===== src/rtl/data_acquire_if.sv =====
// Signal bundle between the acquisition front-end, the ADC and the downstream consumer.
// The master modport is the data_acquire side; the slave modport is the environment side.
interface data_acquire_if #(
  parameter int DATA_W = 12
);
  logic              syncro_i;
  logic              adc_data_req_o;
  logic              adc_data_rdy_i;
  logic [DATA_W-1:0] adc_data_i;
  logic [DATA_W-1:0] data_o;
  logic              data_rdy_o;

  modport master (
    input  syncro_i, adc_data_rdy_i, adc_data_i,
    output adc_data_req_o, data_o, data_rdy_o
  );

  modport slave (
    output syncro_i, adc_data_rdy_i, adc_data_i,
    input  adc_data_req_o, data_o, data_rdy_o
  );
endinterface


===== src/rtl/data_acquire.sv =====
// Averaging ADC front-end: on a trigger edge, fetch 2**LOG2_N samples one at a time
// and publish their truncated unsigned mean with a one-cycle valid pulse.
module data_acquire #(
  parameter int DATA_W = 12,
  parameter int LOG2_N = 3
) (
  input  logic           clk_i,
  input  logic           reset_i,
  data_acquire_if.master bus
);

  localparam int                ACC_W       = DATA_W + LOG2_N;
  localparam int                NUM_SAMPLES = 1 << LOG2_N;
  localparam logic [LOG2_N-1:0] LAST_IDX    = LOG2_N'(NUM_SAMPLES - 1);

  typedef enum logic [1:0] {
    ST_IDLE,
    ST_REQ,
    ST_WAIT,
    ST_DONE
  } state_e;

  state_e              state_q, state_d;
  logic [ACC_W-1:0]    acc_q, acc_d;
  logic [LOG2_N-1:0]   cnt_q, cnt_d;
  logic [DATA_W-1:0]   data_q, data_d;
  logic                data_rdy_q, data_rdy_d;
  logic                req_q, req_d;
  logic                sync_prev_q, rdy_prev_q;
  logic                sync_edge, rdy_edge;

  assign sync_edge = bus.syncro_i & ~sync_prev_q;
  assign rdy_edge  = bus.adc_data_rdy_i & ~rdy_prev_q;

  // NOTE: every _d gets a default before the case so no path leaves it unassigned (no latches).
  always_comb begin
    state_d    = state_q;
    acc_d      = acc_q;
    cnt_d      = cnt_q;
    data_d     = data_q;
    data_rdy_d = 1'b0;
    req_d      = 1'b0;

    unique case (state_q)
      ST_IDLE: begin
        if (sync_edge) begin
          acc_d   = '0;
          cnt_d   = '0;
          req_d   = 1'b1;
          state_d = ST_REQ;
        end
      end
      ST_REQ: state_d = ST_WAIT;
      ST_WAIT: begin
        if (rdy_edge) begin
          acc_d = acc_q + ACC_W'(bus.adc_data_i);
          // The mean is loaded with the last sample so it appears together with the pulse.
          if (cnt_q == LAST_IDX) begin
            data_d     = acc_d[ACC_W-1:LOG2_N];
            data_rdy_d = 1'b1;
            state_d    = ST_DONE;
          end else begin
            cnt_d   = cnt_q + LOG2_N'(1);
            req_d   = 1'b1;
            state_d = ST_REQ;
          end
        end
      end
      ST_DONE: state_d = ST_IDLE;
      default: state_d = ST_IDLE;
    endcase
  end

  // NOTE: sequential state uses non-blocking assignments only; blocking '=' stays in always_comb.
  always_ff @(posedge clk_i) begin
    if (reset_i) begin
      state_q     <= ST_IDLE;
      acc_q       <= '0;
      cnt_q       <= '0;
      data_q      <= '0;
      data_rdy_q  <= 1'b0;
      req_q       <= 1'b0;
      // History preset high: an input already high when reset lifts is not an edge.
      sync_prev_q <= 1'b1;
      rdy_prev_q  <= 1'b1;
    end else begin
      state_q     <= state_d;
      acc_q       <= acc_d;
      cnt_q       <= cnt_d;
      data_q      <= data_d;
      data_rdy_q  <= data_rdy_d;
      req_q       <= req_d;
      sync_prev_q <= bus.syncro_i;
      rdy_prev_q  <= bus.adc_data_rdy_i;
    end
  end

  assign bus.adc_data_req_o = req_q;
  assign bus.data_o         = data_q;
  assign bus.data_rdy_o     = data_rdy_q;

endmodule


===== src/flat_wrapper.sv =====
// flat-port wrapper written by rule: the top's interface ports become plain ports
module data_acquire_flat 
#(
  parameter int DATA_W = 12,
  parameter int LOG2_N = 3
)
  (clk_i, reset_i, bus_syncro_i, bus_adc_data_rdy_i, bus_adc_data_i, bus_adc_data_req_o, bus_data_o, bus_data_rdy_o);
  data_acquire_if #(.DATA_W(DATA_W)) bus_i ();
  input  logic clk_i;
  input  logic reset_i;
  input wire logic [$bits(bus_i.syncro_i)-1:0] bus_syncro_i;
  input wire logic [$bits(bus_i.adc_data_rdy_i)-1:0] bus_adc_data_rdy_i;
  input wire logic [$bits(bus_i.adc_data_i)-1:0] bus_adc_data_i;
  output wire logic [$bits(bus_i.adc_data_req_o)-1:0] bus_adc_data_req_o;
  output wire logic [$bits(bus_i.data_o)-1:0] bus_data_o;
  output wire logic [$bits(bus_i.data_rdy_o)-1:0] bus_data_rdy_o;
  assign bus_i.syncro_i = bus_syncro_i;
  assign bus_i.adc_data_rdy_i = bus_adc_data_rdy_i;
  assign bus_i.adc_data_i = bus_adc_data_i;
  assign bus_adc_data_req_o = bus_i.adc_data_req_o;
  assign bus_data_o = bus_i.data_o;
  assign bus_data_rdy_o = bus_i.data_rdy_o;
  data_acquire #(.DATA_W(DATA_W), .LOG2_N(LOG2_N)) u_core (.clk_i(clk_i), .reset_i(reset_i), .bus(bus_i));
endmodule

===== config.mk =====
export PLATFORM = sky130hd
export DESIGN_NAME = data_acquire_flat
export DESIGN_NICKNAME = d
export VERILOG_FILES = /design/src/rtl/data_acquire_if.sv /design/src/rtl/data_acquire.sv /design/src/flat_wrapper.sv
export SDC_FILE = /design/constraint.sdc
export NUM_CORES = 1
export LEC_CHECK = 0
export CAP_MARGIN = 20
export CORE_ASPECT_RATIO = 1.2
export CORE_MARGIN = 2
export CORE_UTILIZATION = 30
export CTS_BUF_LIST = sky130_fd_sc_hd__clkbuf_16
export DETAILED_ROUTE_END_ITERATION = 8
export PLACE_DENSITY_LB_ADDON = 0.15
export SKIP_CTS_REPAIR_TIMING = 1
export SLEW_MARGIN = 10
export SYNTH_ARGS = -nofsm -noshare
export SYNTH_HDL_FRONTEND = slang
export SYNTH_SLANG_ARGS = --single-unit

===== constraint.sdc =====
create_clock -name clk_i -period 2.4 [get_ports clk_i]
set_clock_uncertainty 0.05 [all_clocks]
set_input_delay 0.24 -clock clk_i [delete_from_list [all_inputs] [get_ports clk_i]]
set_output_delay 0.24 -clock clk_i [all_outputs]
set_load 0.05 [all_outputs]

# [After elaboration in Yosys (flattened, before gate mapping)]
# Cells that the tools add are included.
[classes] n_mux=16 div_mod_pow=0 mul=0 n_addsub=2 n_eq_ne=7 order_cmp=0 n_reduce_logical=7 bitwise_logic=6 shift=0
[ops] cell="two-way mux 15 bit" count=2
[ops] cell="case mux 15 bit (2 select lines)" count=1
[ops] cell="adder 15 x 12 -> 15 bit" count=1
[ops] cell="two-way mux 3 bit" count=3
[ops] cell="case mux 2 bit (4 select lines)" count=1
[ops] cell="two-way mux 2 bit" count=3
[ops] cell="case mux 3 bit (2 select lines)" count=1
[ops] cell="AND reduction 3 bit" count=2
[ops] cell="== test 2 bit (second input constant)" count=2
[ops] cell="two-way mux 1 bit" count=4
[ops] cell="inequality test 2 x 1 -> 1 bit (second input constant)" count=2
[ops] cell="NOT 1 bit" count=4
[ops] cell="AND reduction 4 bit" count=1
[ops] cell="adder 3 x 1 -> 3 bit (second input constant)" count=1
[ops] cell="== test 3 bit (second input constant)" count=1
[ops] cell="OR reduction 3 bit" count=1
[ops] cell="AND 1 bit" count=2
[ops] cell="== test 2 x 1 -> 1 bit (second input constant)" count=1
[ops] cell="zero test 2 bit" count=1
[ops] cell="inequality test 2 bit (second input constant)" count=1
[ops] cell="case mux 1 bit (2 select lines)" count=1
[ops] cell="AND reduction 2 bit" count=1
[ops] cell="nonzero test 2 bit" count=1
[totals] rom_bits=0 ram_bits=0 output_inout_bits=14 regBits=36 mem_count=0 latchBits=0

# [Depth between registers and ports, before layout]
# Gate-level depths: netlist of run 1.
[logic_depth] word_depth=4 ltp_mapped=9 mapped_depth_nobuf=9

# [Worst setup path before layout of run 1]
# OpenSTA, ideal clock, no wires.
[synth_timing] path_kind="register to register" start="reg u_core.acc_q[0]" end="reg u_core.data_q[5] (netlist: u_core.bus.data_o[5])" t_arrival_ns=1.951 path_buffers=0 path_stages_with_launch=10 setup_time_ns=0.120 slack_ns=0.279 path_cell_list="dfxtp_1 ha_1 inv_1 fa_1 nand2b_1 a21oi_1 o21ai_0 a21oi_1 nor4_1 a211o_1"
[synth_via] elab_chain_len=1
[synth_rtl] element="start: declaration" line_no="data_acquire.sv:24" source="logic [ACC_W-1:0] acc_q, acc_d;"
[synth_rtl] element="start signal: assignment" line_no="data_acquire.sv:78" source="acc_q <= '0;"
[synth_rtl] element="start signal: assignment" line_no="data_acquire.sv:88" source="acc_q <= acc_d;"
[synth_rtl] element="adder 15 x 12 -> 15 bit" line_no="data_acquire.sv:56" source="acc_d = acc_q + ACC_W'(bus.adc_data_i);"
[synth_rtl] element="end signal: assignment" line_no="data_acquire.sv:90" source="data_q <= data_d;"
[synth_rtl] element="end: declaration" line_no="data_acquire.sv:26" source="logic [DATA_W-1:0] data_q, data_d;"
# No other way between the ends.
# A chain may end at the register's enable or synchronous reset.

# [Final worst setup path of run 1]
[layout_timing] start="in bus_adc_data_i[0]" end="reg u_core.acc_q[14]"
[layout_via] elab_chain_len=3
[layout_rtl] element="start: declaration" line_no="flat_wrapper.sv:13" source="input wire logic [$bits(bus_i.adc_data_i)-1:0] bus_adc_data_i;"
[layout_rtl] element="adder 15 x 12 -> 15 bit" line_no="data_acquire.sv:56"
[layout_rtl] element="two-way mux 15 bit" line_no="data_acquire.sv:55" source="if (rdy_edge) begin"
[layout_rtl] element="case mux 15 bit (2 select lines)" line_no="data_acquire.sv:44" source="unique case (state_q)"
# No other way between the ends. The select of a mux whose other input is x is not followed.

==> results of run 1 <==
==> through the flow <==
stage / hold slack [ps] / util / setup slack (ps) / instance area, µm²
final: 409 / 0.432 / 172 / 2790
after global routing: 430 / 0.432 / 7.28 / 2790
after CTS: 415 / 0.427 / 28.1 / 2750
after detailed placement: 400 / 0.401 / -260 / 2590
after global placement: 391 / 0.401 / -196 / 2590
after floorplan: 297 / - / 279 / 2000
==> layer usage <==
metal / track usage / vias up
met5: 0 / -
met4: 0.0482 / 0
met3: 0.0347 / 4
met2: 0.257 / 24
met1: 0.182 / 834
li1: - / 937
==> cells by family after synthesis <==
family	after synthesis	share of synthesized area
compound gates	71	0.249
buf+inv	16	0.0307
xor+xnor	10	0.0438
simple gates	84	0.218
fa+ha+maj	15	0.0976
flops	36	0.360
==> registers in the layout, summed over array words and instances (netlist names) <==
signal	flops
u_core.bus.data_o	12
u_core.bus.adc_data_req_o	1
u_core.bus.data_rdy_o	1
u_core.sync_prev_q	1
u_core.rdy_prev_q	1
u_core.cnt_q	3
u_core.acc_q	15
u_core.state_q	2
==> power by group <==
group          total (W)  switching, W  internal [W]
registers       0.000604    0.00000235      0.000602
logic           0.000127     0.0000616     0.0000655
clock network   0.000746      0.000258      0.000488
==> path summary, 6_finish.rpt <==
| check | end | depth (start not counted) | slack [ps] | startpoint |
|---|---|---|---|---|
| worst max-delay path | u_core.acc_q[14]$_SDFFE_PP0P_ | 10 | 170 | bus_adc_data_i[0] |
| worst min-delay path | u_core.bus.data_o[2]$_SDFFE_PP0P_ | 2 | 410 | u_core.bus.data_o[2]$_SDFFE_PP0P_ |
| worst max register to register | u_core.acc_q[14]$_SDFFE_PP0P_ | 9 | 260 | u_core.acc_q[0]$_SDFFE_PP0P_ |
| worst min register to register | u_core.bus.data_o[2]$_SDFFE_PP0P_ | 2 | 410 | u_core.bus.data_o[2]$_SDFFE_PP0P_ |
==> cell usage in the layout, fill, tap and decap left out, types with 6 or more instances in the layout <==
cell type / Yosys / layout
nor3_1: 6 / 6
nor2b_1: 8 / 8
dfxtp_1: 36 / 36
a21o_1: 6 / 6
clkdlybuf4s50_1: 0 / 29
o21ai_0: 12 / 12
buf_4: 0 / 29
ha_1: 14 / 14
a21oi_1: 24 / 22
nand2_1: 21 / 20
nor2_1: 23 / 23
inv_1: 9 / 9
xnor2_1: 7 / 7
==> final cells by class <==
type	count	area share
Multi-Input combinational cell	180	0.449
Sequential cell	36	0.259
Timing Repair Buffer	58	0.182
Clock buffer	5	0.0449
Tap cell	85	0.0382
Clock inverter	3	0.0153
Inverter	9	0.0121
==> worst register-to-register path, cell delays in order (launching register included) <==
cell and delay (ps):
dfxtp_1 330, ha_1 160, inv_1 50, fa_1 380, nand2b_4 160, a21oi_2 200
nand2_2 120, a211oi_4 290, nor2_1 60, o31a_1 230
==> flow_metrics.py, run 1 <==
metrics = {
    "global_route": {
        "grt_use_total": 0.149,
        "grt_pass1_wl_mm": 8.60,
        "grt_start_max_net_pins": 13,
        "grt_pass1_vias": 1845,
        "grt_overflow": 0,
        "antenna_found_initial": 0,
    },
    "route": {
        "wl_met3_um": 145,
        "post_drt_via_cell_ratio": 4.78,
        "drtIter0Drc": 111,
        "drcViolationCount": 0,
        "wl_met1_mm": 2.40,
        "ant_nets": 0,
        "firstDrtPassIters": 4,
        "routed_wl_mm": 5.10,
        "highest_layer": "met4",
        "vias": 1799,
        "avgRoutedWirePerCell_um": 13.6,
        "met2_length_mm": 2.50,
    },
    "power": {
        "power_w": 0.00148,
        "peakVddDrop_mv": 0.265,
        "power_density_mw_per_mm2": 530,
        "power_leakage_nw": 1.15,
    },
    "sta": {
        "worstMarginPinSlew_ps": 569,
        "max_freq_mhz": 449,
        "rsz0062_at_grt": "no",
        "setup_viol": 0,
        "post-route-min-period_ps": 2230,
        "finalCritPeriodShare": 0.928,
        "timing.final.hold_violations": 0,
        "slew_violations": 0,
        "slew_headroom": 0.621,
        "setup_tns_ps": 0,
    },
    "die": {
        "io_pins": 30,
        "die_y_um": 93.4,
        "rows": 32,
        "start_util": 0.310,
        "die-area_mm2": 0.00734,
        "core_area_mm2": 0.00645,
        "die_x_um": 78.5,
    },
    "critical_path": {
        "required_ps": 2520,
        "cp-start-kind": "primary input",
        "arrival_ps": 2350,
        "path_max_fanout": 4,
        "crit_buf_inv": 2,
        "crit_path_cell_trace": "clkdlybuf4s50_1, ha_1, inv_1, fa_1, nand2b_4, a21oi_2, nand2_2, a211oi_4, nor2_1, o31a_1",
        "crit_type": "primary input to flop",
        "crit_path_end_kind": "flop",
        "crit_family": "compound AO/OA/AOI/OAI gates",
        "cp_slowest_cell": "clkdlybuf4s50_1",
        "cp_slowest_stage_delay_ps": 460,
    },
    "yosys": {
        "synth_ff_type": "dfxtp_1",
        "yosysWarnings": 0,
        "synth_edf_count": 0,
        "synth.top_cell.area_share": 0.360,
        "syn_nets": 263,
        "synth_cells": 232,
        "postSynthAreaPerCell_um2": 8.62,
        "async_reset_ff_frac": 0,
        "yosysSeqAreaShare": 0.360,
        "synth_cell_type_count": 44,
        "synth_common_cells": "36 x dfxtp_1, 24 x a21oi_1, 23 x nor2_1",
        "ys_seq_elements": 36,
        "yosys.cell_count.top_type": "dfxtp_1",
        "synthTopCellsByArea": "dfxtp_1 36%, ha_1 8.8%, a21oi_1 6.0%, nor2_1 4.3%, nand2_1 3.9%",
        "synth_area_leader_cell": "dfxtp_1",
        "synth_area_mm2": 0.00200,
    },
    "clock_tree": {
        "clk_latency_ps": 280,
        "root_buffer": "clkbuf_16",
        "htreeDepth": 2,
        "cts-buffers-inserted": 5,
        "clockBufferDepth": 2,
        "cts.sinks": 36,
        "tritoncts": "yes",
        "path_clk_slew_ps": 60,
    },
    "worst_hold_path": {
        "min_path_type": "flop to flop",
    },
    "cells_and_area": {
        "antenna_cells": 0,
        "n_fill_cell": 642,
        "nets": 321,
        "drive_above_1_share": 0.196,
        "multiInputGateArea_mm2": 0.00125,
        "seqCellArea_um2": 721,
        "final_cells": 376,
        "area_growth_pct": 39.4,
    },
    "outcome": {
        "status": "completed",
    },
    "flow_run": {
        "maxCapViolations": 0,
    },
    "placed_design": {
        "numPortBuffers": 29,
        "gp_congestion": 0.819,
        "placedCellCount": 368,
        "dp_hpwl_mm": 3.85,
    },
}
Power figures use the tool's default switching activity.
==> run 2, diff against run 1 <==
- SETUP_SLACK_MARGIN: not set -> 0.2
- clock period: 2.4 -> 2.5 ns (I/O delays scaled with it)
==> flow_metrics.py, run 2 (same netlist as run 1, synthesis figures left out) <==
metrics = {
    "cells_and_area": {
        "antenna_cells": 0,
        "largest_reg_flops": 15,
        "n_fill_cell": 639,
        "mostFrequentLayoutCell": "dfxtp_1",
        "largest-register": "u_core.acc_q",
        "drive_above_1_share": 0.196,
        "final_cells": 371,
        "nets": 316,
        "area_growth_pct": 38.5,
        "mostFrequentLayoutCells": "36 x dfxtp_1, 28 x clkdlybuf4s50_1, 24 x buf_4",
    },
    "sta": {
        "setup_tns_ps": 0,
        "slew_headroom": 0.634,
        "slew_violations": 0,
        "worst_slack_ps": 289,
        "timing.final.hold_violations": 0,
        "worstMarginPinSlew_ps": 549,
        "rsz0062_at_grt": "yes",
        "post-route-min-period_ps": 2210,
        "setup_viol": 0,
        "finalCritPeriodShare": 0.884,
        "max_freq_mhz": 452,
    },
    "clock_tree": {
        "clk_latency_ps": 280,
        "cts-buffers-inserted": 5,
        "clockBufferDepth": 2,
        "cts.sinks": 36,
        "path_clk_slew_ps": 50,
        "tritoncts": "yes",
        "htreeDepth": 2,
        "root_buffer": "clkbuf_16",
    },
    "critical_path": {
        "cp_slowest_stage_delay_ps": 410,
        "crit_path_end_kind": "flop",
        "cp-start-kind": "primary input",
        "arrival_ps": 2360,
        "crit_type": "primary input to flop",
        "required_ps": 2640,
        "crit_path_cell_trace": "clkdlybuf4s50_1, ha_1, buf_4, a21oi_1, o221ai_2, a211oi_2, a21oi_2, xnor2_1, a211oi_1",
        "cp_slowest_cell": "clkdlybuf4s50_1",
        "path_max_fanout": 4,
        "crit_family": "compound AO/OA/AOI/OAI gates",
        "crit_buf_inv": 2,
        "path_depth": 9,
        "reg2reg_depth": 9,
    },
    "worst_hold_path": {
        "min_path_type": "primary input to flop",
        "hold_depth": 4,
    },
    "power": {
        "internal-power_w": 0.00110,
        "peakVddDrop_mv": 0.326,
        "combinationalPowerShare": 0.085,
        "p_sw_frac": 0.215,
        "p_seq_frac": 0.413,
        "power_density_mw_per_mm2": 507,
        "clkPwrFrac": 0.502,
        "power_leakage_nw": 1.15,
        "switchingPower_w": 0.000303,
    },
    "die": {
        "start_util": 0.310,
        "die-area_mm2": 0.00734,
        "die_x_um": 78.5,
        "core_area_mm2": 0.00645,
        "die_y_um": 93.4,
        "rows": 32,
        "io_pins": 30,
    },
    "route": {
        "firstDrtPassIters": 4,
        "drtIter0Drc": 89,
        "avgRoutedWirePerCell_um": 13.6,
        "routed_wl_mm": 5.04,
        "post_drt_via_cell_ratio": 4.82,
        "ant_nets": 0,
        "vias": 1789,
        "drcViolationCount": 0,
    },
    "flow_run": {
        "maxCapViolations": 0,
    },
    "global_route": {
        "grt_start_max_net_pins": 13,
        "grt_use_total": 0.146,
        "grt_pass1_wl_mm": 8.30,
        "grt_overflow": 0,
        "antenna_found_initial": 0,
        "grt_pass1_vias": 1733,
    },
    "placed_design": {
        "gp_congestion": 0.776,
        "dp_hpwl_mm": 3.82,
        "numPortBuffers": 29,
        "dp_slack_ps": -159,
        "placedCellCount": 363,
    },
    "outcome": {
        "status": "completed",
    },
}
[run 2: through the flow]
stage / power (W) / hold WS, ps / instance area, µm² / utilization
after floorplan: 0.000652 / 307 / 2000 / -
after global placement: 0.000710 / 390 / 2550 / 0.395
after detailed placement: 0.000711 / 404 / 2550 / 0.395
after CTS: 0.00142 / 414 / 2710 / 0.421
after global routing: 0.00147 / 388 / 2770 / 0.430
final: 0.00140 / 316 / 2770 / 0.430
[run 2: path summary, 6_finish.rpt]
| kind | start | end | slack (ps) |
|---|---|---|---|
| max reg2reg | u_core.acc_q[0]$_SDFFE_PP0P_ | u_core.acc_q[14]$_SDFFE_PP0P_ | 380 |
| min reg2reg | u_core.bus.data_o[2]$_SDFFE_PP0P_ | u_core.bus.data_o[2]$_SDFFE_PP0P_ | 410 |
| max | bus_adc_data_i[5] | u_core.bus.data_o[9]$_SDFFE_PP0P_ | 290 |
| min | bus_adc_data_i[0] | u_core.acc_q[0]$_SDFFE_PP0P_ | 320 |
[run 2: area by class of cell]
class / count / area [µm²] / area share
multi-input cells: 180 / 1270 / 0.459
flip-flops and latches: 36 / 721 / 0.260
repair buffers: 53 / 473 / 0.171
clock buffers: 5 / 125 / 0.0452
well taps: 85 / 106 / 0.0384
clock inverters: 3 / 38.8 / 0.0140
inverters: 9 / 33.8 / 0.0122
[run 2: worst reg2reg max path: stages (launching register included)]
cell and delay, ps:
dfxtp_1 330, ha_2 190, inv_2 40, fa_2 350, nand2b_4 160, a21oi_4 190, nand2_2 110, a211oi_4 290
nor2_1 60, o31a_1 230
[run 2: routing by layer]
layer / vias to the layer above / track usage / part of all wire
li1: 927 / - / -
met1: 833 / 0.176 / 0.47
met2: 24 / 0.251 / 0.49
met3: 5 / 0.0309 / 0.027
met4: 0 / 0.0570 / 0.015
met5: - / 0 / 0
[run 2: power groups by stage]
stage / Sequential [W] / Clock [W] / Combinational, W
3_3_place_gp: 0.000593 / 0 / 0.000118
2_1_floorplan: 0.000594 / 0 / 0.0000578
6_report: 0.000580 / 0.000706 / 0.000119
4_1_cts: 0.000580 / 0.000726 / 0.000119
3_5_place_dp: 0.000593 / 0 / 0.000118
5_1_grt: 0.000580 / 0.000754 / 0.000132
==> run 3, diff against run 2 <==
- GPL_ROUTABILITY_DRIVEN: not set -> 0
- HOLD_SLACK_MARGIN: not set -> 0.15
==> results of run 3 <==
The final DEF is identical to that of run 2; final timing and power are the same.
